===== src/rtl/fetch_address_unit.sv =====
// Fetch address unit: owns the fetch PC, issues in-order instruction fetches,
// buffers their responses and presents {pc, insn} to decode. A flush
// redirects the PC and marks every in-flight fetch for discard.
module fetch_address_unit #(
   parameter logic [31:0] RESET_PC = 32'h8000_0000,
   parameter int unsigned DEPTH    = 2
) (
   input  logic        clk,
   input  logic        rst,
   input  logic        flush,
   input  logic [31:0] next_pc,
   input  logic        if_stall,
   output logic        mem_req_valid,
   output logic [31:0] mem_req_addr,
   input  logic        mem_req_ready,
   input  logic        mem_resp_valid,
   input  logic [31:0] mem_resp_data,
   output logic        out_valid,
   output logic [31:0] out_pc,
   output logic [31:0] out_insn
);

   localparam int unsigned PTR_W = (DEPTH > 1) ? $clog2(DEPTH) : 1;
   localparam int unsigned CNT_W = $clog2(DEPTH + 1);
   localparam int unsigned SUM_W = CNT_W + 1;

   logic [31:0]      pc_q, pc_d;
   logic [PTR_W-1:0] head_q, head_d;
   logic [PTR_W-1:0] tail_q, tail_d;
   logic [PTR_W-1:0] fill_q, fill_d;
   logic [CNT_W-1:0] occ_q, occ_d;
   logic [CNT_W-1:0] infl_q, infl_d;
   logic [CNT_W-1:0] disc_q, disc_d;

   logic [31:0]      slot_pc_q   [DEPTH];
   logic [31:0]      slot_insn_q [DEPTH];
   logic [DEPTH-1:0] slot_filled_q;

   logic [SUM_W-1:0] used_c;
   logic             push_c;
   logic             pop_c;
   logic             resp_fill_c;
   logic             resp_drop_c;

   function automatic logic [PTR_W-1:0] next_ptr(input logic [PTR_W-1:0] p);
      return (p == PTR_W'(DEPTH - 1)) ? '0 : p + PTR_W'(1);
   endfunction

   // Issue / present: slots held by live fetches plus pending discards bound issue
   always_comb begin
      used_c        = SUM_W'(occ_q) + SUM_W'(disc_q);
      mem_req_valid = !rst && !flush && (used_c < SUM_W'(DEPTH));
      mem_req_addr  = pc_q;
      out_valid     = slot_filled_q[head_q] && !rst && !flush;
      out_pc        = slot_pc_q[head_q];
      out_insn      = slot_insn_q[head_q];
      push_c        = mem_req_valid && mem_req_ready;
      pop_c         = out_valid && !if_stall;
      resp_drop_c   = mem_resp_valid && !flush && (disc_q != '0);
      resp_fill_c   = mem_resp_valid && !flush && (disc_q == '0) && (infl_q != '0);
   end

   // Next-state for PC, pointers and counters; flush overrides everything else
   always_comb begin
      pc_d   = pc_q;
      head_d = head_q;
      tail_d = tail_q;
      fill_d = fill_q;
      occ_d  = occ_q;
      infl_d = infl_q;
      disc_d = disc_q;
      if (flush) begin
         pc_d   = next_pc;
         head_d = '0;
         tail_d = '0;
         fill_d = '0;
         occ_d  = '0;
         infl_d = '0;
         // every unfilled slot becomes a discard, minus a response landing now
         disc_d = disc_q + infl_q - CNT_W'(mem_resp_valid);
      end else begin
         if (push_c) begin
            pc_d   = pc_q + 32'd4;
            tail_d = next_ptr(tail_q);
         end
         if (resp_fill_c) fill_d = next_ptr(fill_q);
         if (resp_drop_c) disc_d = disc_q - CNT_W'(1);
         if (pop_c)       head_d = next_ptr(head_q);
         occ_d  = occ_q + CNT_W'(push_c) - CNT_W'(pop_c);
         infl_d = infl_q + CNT_W'(push_c) - CNT_W'(resp_fill_c);
      end
   end

   // State registers with synchronous reset
   always_ff @(posedge clk) begin
      if (rst) begin
         pc_q   <= RESET_PC;
         head_q <= '0;
         tail_q <= '0;
         fill_q <= '0;
         occ_q  <= '0;
         infl_q <= '0;
         disc_q <= '0;
      end else begin
         pc_q   <= pc_d;
         head_q <= head_d;
         tail_q <= tail_d;
         fill_q <= fill_d;
         occ_q  <= occ_d;
         infl_q <= infl_d;
         disc_q <= disc_d;
      end
   end

   // Filled flags: set by an accepted response, cleared on pop, flush or reset
   always_ff @(posedge clk) begin
      if (rst || flush) begin
         slot_filled_q <= '0;
      end else begin
         if (pop_c)       slot_filled_q[head_q] <= 1'b0;
         if (resp_fill_c) slot_filled_q[fill_q] <= 1'b1;
      end
   end

   // Slot payloads: PC captured at issue, instruction captured at fill
   always_ff @(posedge clk) begin
      if (push_c)      slot_pc_q[tail_q]   <= pc_q;
      if (resp_fill_c) slot_insn_q[fill_q] <= mem_resp_data;
   end

   a_resp_outstanding: assert property (@(posedge clk) disable iff (rst)
      mem_resp_valid |-> ((disc_q != '0) || (infl_q != '0)))
      else $error("response with no outstanding fetch");

   a_disc_bound: assert property (@(posedge clk) disable iff (rst)
      disc_q <= CNT_W'(DEPTH))
      else $error("discard count exceeds depth");

endmodule


===== config.mk =====
export PLATFORM = sky130hd
export DESIGN_NAME = fetch_address_unit
export DESIGN_NICKNAME = d
export VERILOG_FILES = /design/src/rtl/fetch_address_unit.sv
export SDC_FILE = /design/constraint.sdc
export NUM_CORES = 1
export LEC_CHECK = 0
export ABC_AREA = 1
export BUFFER_PORTS_ARGS = -buffer_cell sky130_fd_sc_hd__buf_2
export CORE_UTILIZATION = 50
export DETAILED_ROUTE_END_ITERATION = 16
export MAX_ROUTING_LAYER = met4
export PLACE_DENSITY = 0.86
export SYNTH_ARGS = -nofsm -noshare
export SYNTH_HDL_FRONTEND = slang
export SYNTH_SLANG_ARGS = --single-unit

===== constraint.sdc =====
create_clock -name clk -period 8.72 [get_ports clk]
set_input_delay 0.872 -clock clk [delete_from_list [all_inputs] [get_ports clk]]
set_output_delay 0.872 -clock clk [all_outputs]
set_load 0.02 [all_outputs]

; Word level (Yosys, flattened, before mapping)
; Memory sizes are Yosys's and may differ from the RTL's. A register that Yosys moved wholly into a read port is not among the register bits.
; Index checks and enable logic that the tools add are counted.
[word_totals]
reg_bits = 43
mem_bits_rw = 128
output_inout_bits = 98
word_cells = 76
memories = 2
[op_classes]
add_sub_neg = 12
n_lt_le_gt_ge = 5
n_mux = 24
bitwise = 3
reduce_logical = 22
[mem_list]
columns = memory, words, word_bits, rd, rd_ports_with_merged_regs, write_ports, line_no
row1 = slot_insn_q, 2, 32, 1, 1, 1, 36  ; logic [31:0] slot_insn_q [DEPTH];
row2 = slot_pc_q, 2, 32, 1, 1, 1, 35  ; logic [31:0] slot_pc_q [DEPTH];
[ops]
columns = op, n
row1 = $mux 32, 2
row2 = $add 32x3->32 const B, 1
row3 = $mux 1, 15
row4 = $logic_and 1x1->1, 12
row5 = $mux 2, 5
row6 = $reduce_bool 2->1, 4
row7 = $sub 2x1->2, 3
row8 = $add 2x1->2, 2
row9 = $lt 1x2->1 const B, 2
row10 = $add 1x1->1 const B, 3
row11 = $add 2x2->3, 1
row12 = $logic_not 1->1, 3
row13 = $lt 3x2->1 const B, 1
row14 = $add 2x2->2, 1
row15 = $and 2x2->2, 1
row16 = $demux 1 s1, 2
row17 = $ge 1x1->1 const B, 2
row18 = $logic_not 2->1, 1
row19 = $not 2->2, 1
row20 = $or 2x2->2, 1
row21 = $reduce_or 2->1, 1
row22 = $sub 2x1->2 const B, 1
row23 = $logic_or 1x1->1, 1

; Longest topological paths before layout
[logic_depth]
depth_word = 10
ltp_mapped = 12

; Least setup slack after synthesis
; OpenSTA, ideal clock, no wires.
[synth_timing]
kind = input-to-reg
start = in rst
end = mem slot_pc_q[1][0] (enable)
setup_ns = 0.423
t_arrival_ns = 2.697
t_required_ns = 8.297
slack_ns = 5.601
stages = 4
n_path_buf = 1
path_cell_list = buf_4 > inv_2 > nand4_4 > nor2_1
[synth_between]
elab_chain_len = 6
[synth_lines]
columns = element, line_no
row1 = start: declaration, 9  ; input logic rst,
row2 = $logic_not 1->1, 52  ; mem_req_valid = !rst && !flush && (used_c < SUM_W'(DEPTH));
row3 = $logic_and 1x1->1 (2 in series), 52
row4 = $logic_and 1x1->1, 57  ; push_c = mem_req_valid && mem_req_ready;
row5 = $mux 1, 127  ; if (push_c) slot_pc_q[tail_q] <= pc_q;
row6 = $mux 1 (implied by the code), 127
row7 = end: declaration, 35
; No other way between the ends.

==> reports/results.txt <==
status: finished, final reports clean
Final Wtd Congestion: 0.904
Max stage delay on crit path: 0.65 ns
gr ovfl total: 0
Die Wd: 124 um
Slowest-stage cell, CP: buf_4
post-synth cell types: 32
hpwl dp: 11700 um
Max Freq: 313 MHz
initial antenna violation count: 1
total power: 1.77 mW
flops & latches, synth: 172
Combinational Power Share: 0.070
Hold Slack: 0.478 ns
count of final max-slew check failures: 0
cts hold-fix bufs: 0
Core Area: 14500 um2
met3 wire len: 1200 um
Syn Nets: 744
initial DRC count: 435
largest net degree at the start of global routing: 48
most frequent cell after synthesis: nand2_1
final layout net count: 912
TritonCTS clock tree: built
RSZ-0062 raised after global routing: no
data required time of the critical path: 7.85 ns
Total GRT Usage: 0.237
final setup margin: 5.52 ns
first-pass detailed-route iteration total: 5
Syn Inst Count: 665
share of the synthesized area in the top cell type: 0.515
Via density: 5.30
die height: 124 um
clock power share: 0.409
Final Skew: 0.0121 ns
measured slew at the worst slew-check pin: 1.04 ns
TritonCTS Buffers: 17
DP Worst Slack: 5.37 ns
worst-path fanout max: 47
Synth top cells by count: 145 x nand2_1, 128 x edfxtp_1, 64 x mux2_2
Clock Sinks: 172
Sequential Power Share: 0.521
leakage power: 3.52 nW
fraction of registers with async set/reset: 0
worst path arrival time: 2.33 ns
Avg WL per Cell: 16.7 um
total detailed-routing wirelength: 17200 um
Die ar.: 15400 um2
PD cells: 195 nW/um2
Slew HR: 0.304
kind of critical path: flip-flop to output pin
Synth Cell Area: 7470 um2
post-route antenna net violation count: 0
Resized Gates After CTS: 0
Initial Util: 0.514
layout cells sized above 1: 0.340
area leader, netlist: edfxtp_1
num ports: 168
Ys Warns: 0
via count: 5465
Setup Buffers After CTS: 0
# DRC: 0
Top FF cell, synth: edfxtp_1
hold crit path type: flip-flop to flip-flop
Final min period: 3.20 ns
Max Used Layer: met4
met2 wire len: 8570 um
Crit. End Element: output pin
Root Buffer: clkbuf_16
Switch Pwr: 0.422 mW
Tcrit/Tclk final: 0.367
H-tree levels: 4
sequential area share after synthesis: 0.633
metal1 wirelength: 7070 um
Setup TNS: 0 ns
peak supply drop: 0.130 mV
Final Hold Viols: 0
port bufs: 167
Area contributors post-synth: edfxtp_1 51%, dfxtp_1 12%, mux2_2 9.7%
via count of the first global-routing pass: 5313
Post-synth EDFFs: 128
site row count: 44
area grow syn2layout: 21.1%
Sw Ratio: 0.239
crit path launch type: flip-flop
clk slew on worst S/H paths: 0.07 ns
Pint: 1.34 mW
Synth Area per Inst: 11.2 um2
number of setup violations in the final report: 0
Max Buffers Root-to-Sink: 2
clk_lat worst skew: 0.43 ns
first-pass GRT wire length: 26100 um
maxcap violations: 0
CP Cell Sequence: buf_4 -> mux2_2 -> buf_2
cells in the final DEF, fill, tap and decap left out, types with 5 or more instances in the layout:
| cell | instances |
|---|---|
| ha_1 | 8 |
| nor2_2 | 8 |
| clkbuf_16 | 17 |
| edfxtp_1 | 128 |
| inv_1 | 62 |
| a31oi_1 | 7 |
| buf_2 | 167 |
| o21ai_0 | 20 |
| inv_6 | 5 |
| mux2_2 | 64 |
| nand2_1 | 145 |
| dfxtp_1 | 43 |
| nor2_1 | 51 |
| nand3_1 | 28 |
| o21ai_1 | 8 |
| xnor2_1 | 7 |
| a21oi_1 | 27 |
| xor2_1 | 10 |
sequential cells by signal (all words and copies together), names as in the netlist, named ones only:
register       count
mem_req_addr      32
disc_q             2
tail_q             1
fill_q             1
slot_insn_q       64
head_q             1
occ_q              2
slot_filled_q      2
infl_q             2
slot_pc_q         64
through the flow:
| step | instance area (um2) | util | std cells |
|---|---|---|---|
| floorplan | 7470 | - | 665 |
| global placement | 8470 | 0.583 | 998 |
| detailed placement | 8470 | 0.583 | 998 |
| CTS | 9040 | 0.622 | 1030 |
| global route | 9040 | 0.622 | 1031 |
| finish | 9040 | 0.622 | 1031 |
power groups by stage:
stage | Combinational [mW] | Clock, mW | Sequential, mW
6_report | 0.124 | 0.723 | 0.919
5_1_grt | 0.135 | 0.765 | 0.921
4_1_cts | 0.124 | 0.734 | 0.919
3_5_place_dp | 0.122 | 0 | 0.937
3_3_place_gp | 0.118 | 0 | 0.935
2_1_floorplan | 0.0640 | 0 | 0.942
metal layers:
layer  track usage  up-vias
met4         0.112        0
met1         0.273     2595
met5             -        -
met2         0.387      222
met3        0.0627       39
li1              -     2609
cells by family (layout without fill, tap and decap cells):
group | count (synthesis) | in the layout | synth area share
other cells | 0 | 1 | 0
flops | 172 | 172 | 0.633
simple gates | 251 | 251 | 0.141
xor+xnor | 17 | 17 | 0.0199
mux | 64 | 64 | 0.0965
compound gates | 66 | 66 | 0.0468
fa+ha+maj | 9 | 9 | 0.0161
buf+inv | 86 | 267 | 0.0466
final cells by class:
class / count / area (um2)
fillers: 1128 / 5490
flip-flops and latches: 172 / 4730
multi-input cells: 407 / 2420
repair buffers: 169 / 851
clock buffers: 18 / 429
inverters: 66 / 248
well taps: 184 / 230
clock inverters: 14 / 135
diodes: 1 / 2.50
final timing paths:
path / startpoint / to / depth (start not counted) / slack [ns]
setup / recovery: flip-flop / out_pc[31] / 3 / 5.52
hold / removal: slot_filled_q[0]$_SDFF_PP0_ / slot_filled_q[0]$_SDFF_PP0_ / 2 / 0.48
setup reg to reg: occ_q[0]$_SDFF_PP0_ / slot_pc_q[1][8]$_DFFE_PP_ / 6 / 6.10
hold reg to reg: slot_filled_q[0]$_SDFF_PP0_ / slot_filled_q[0]$_SDFF_PP0_ / 2 / 0.48
worst max-delay path: cells and delay by family (launching register included):
| family | cells | cell delay, ns |
|---|---|---|
| buffers and inverters | 2 | 0.82 |
| flip-flops | 1 | 0.60 |
| multiplexers | 1 | 0.45 |
Power figures use the tool's default switching activity.
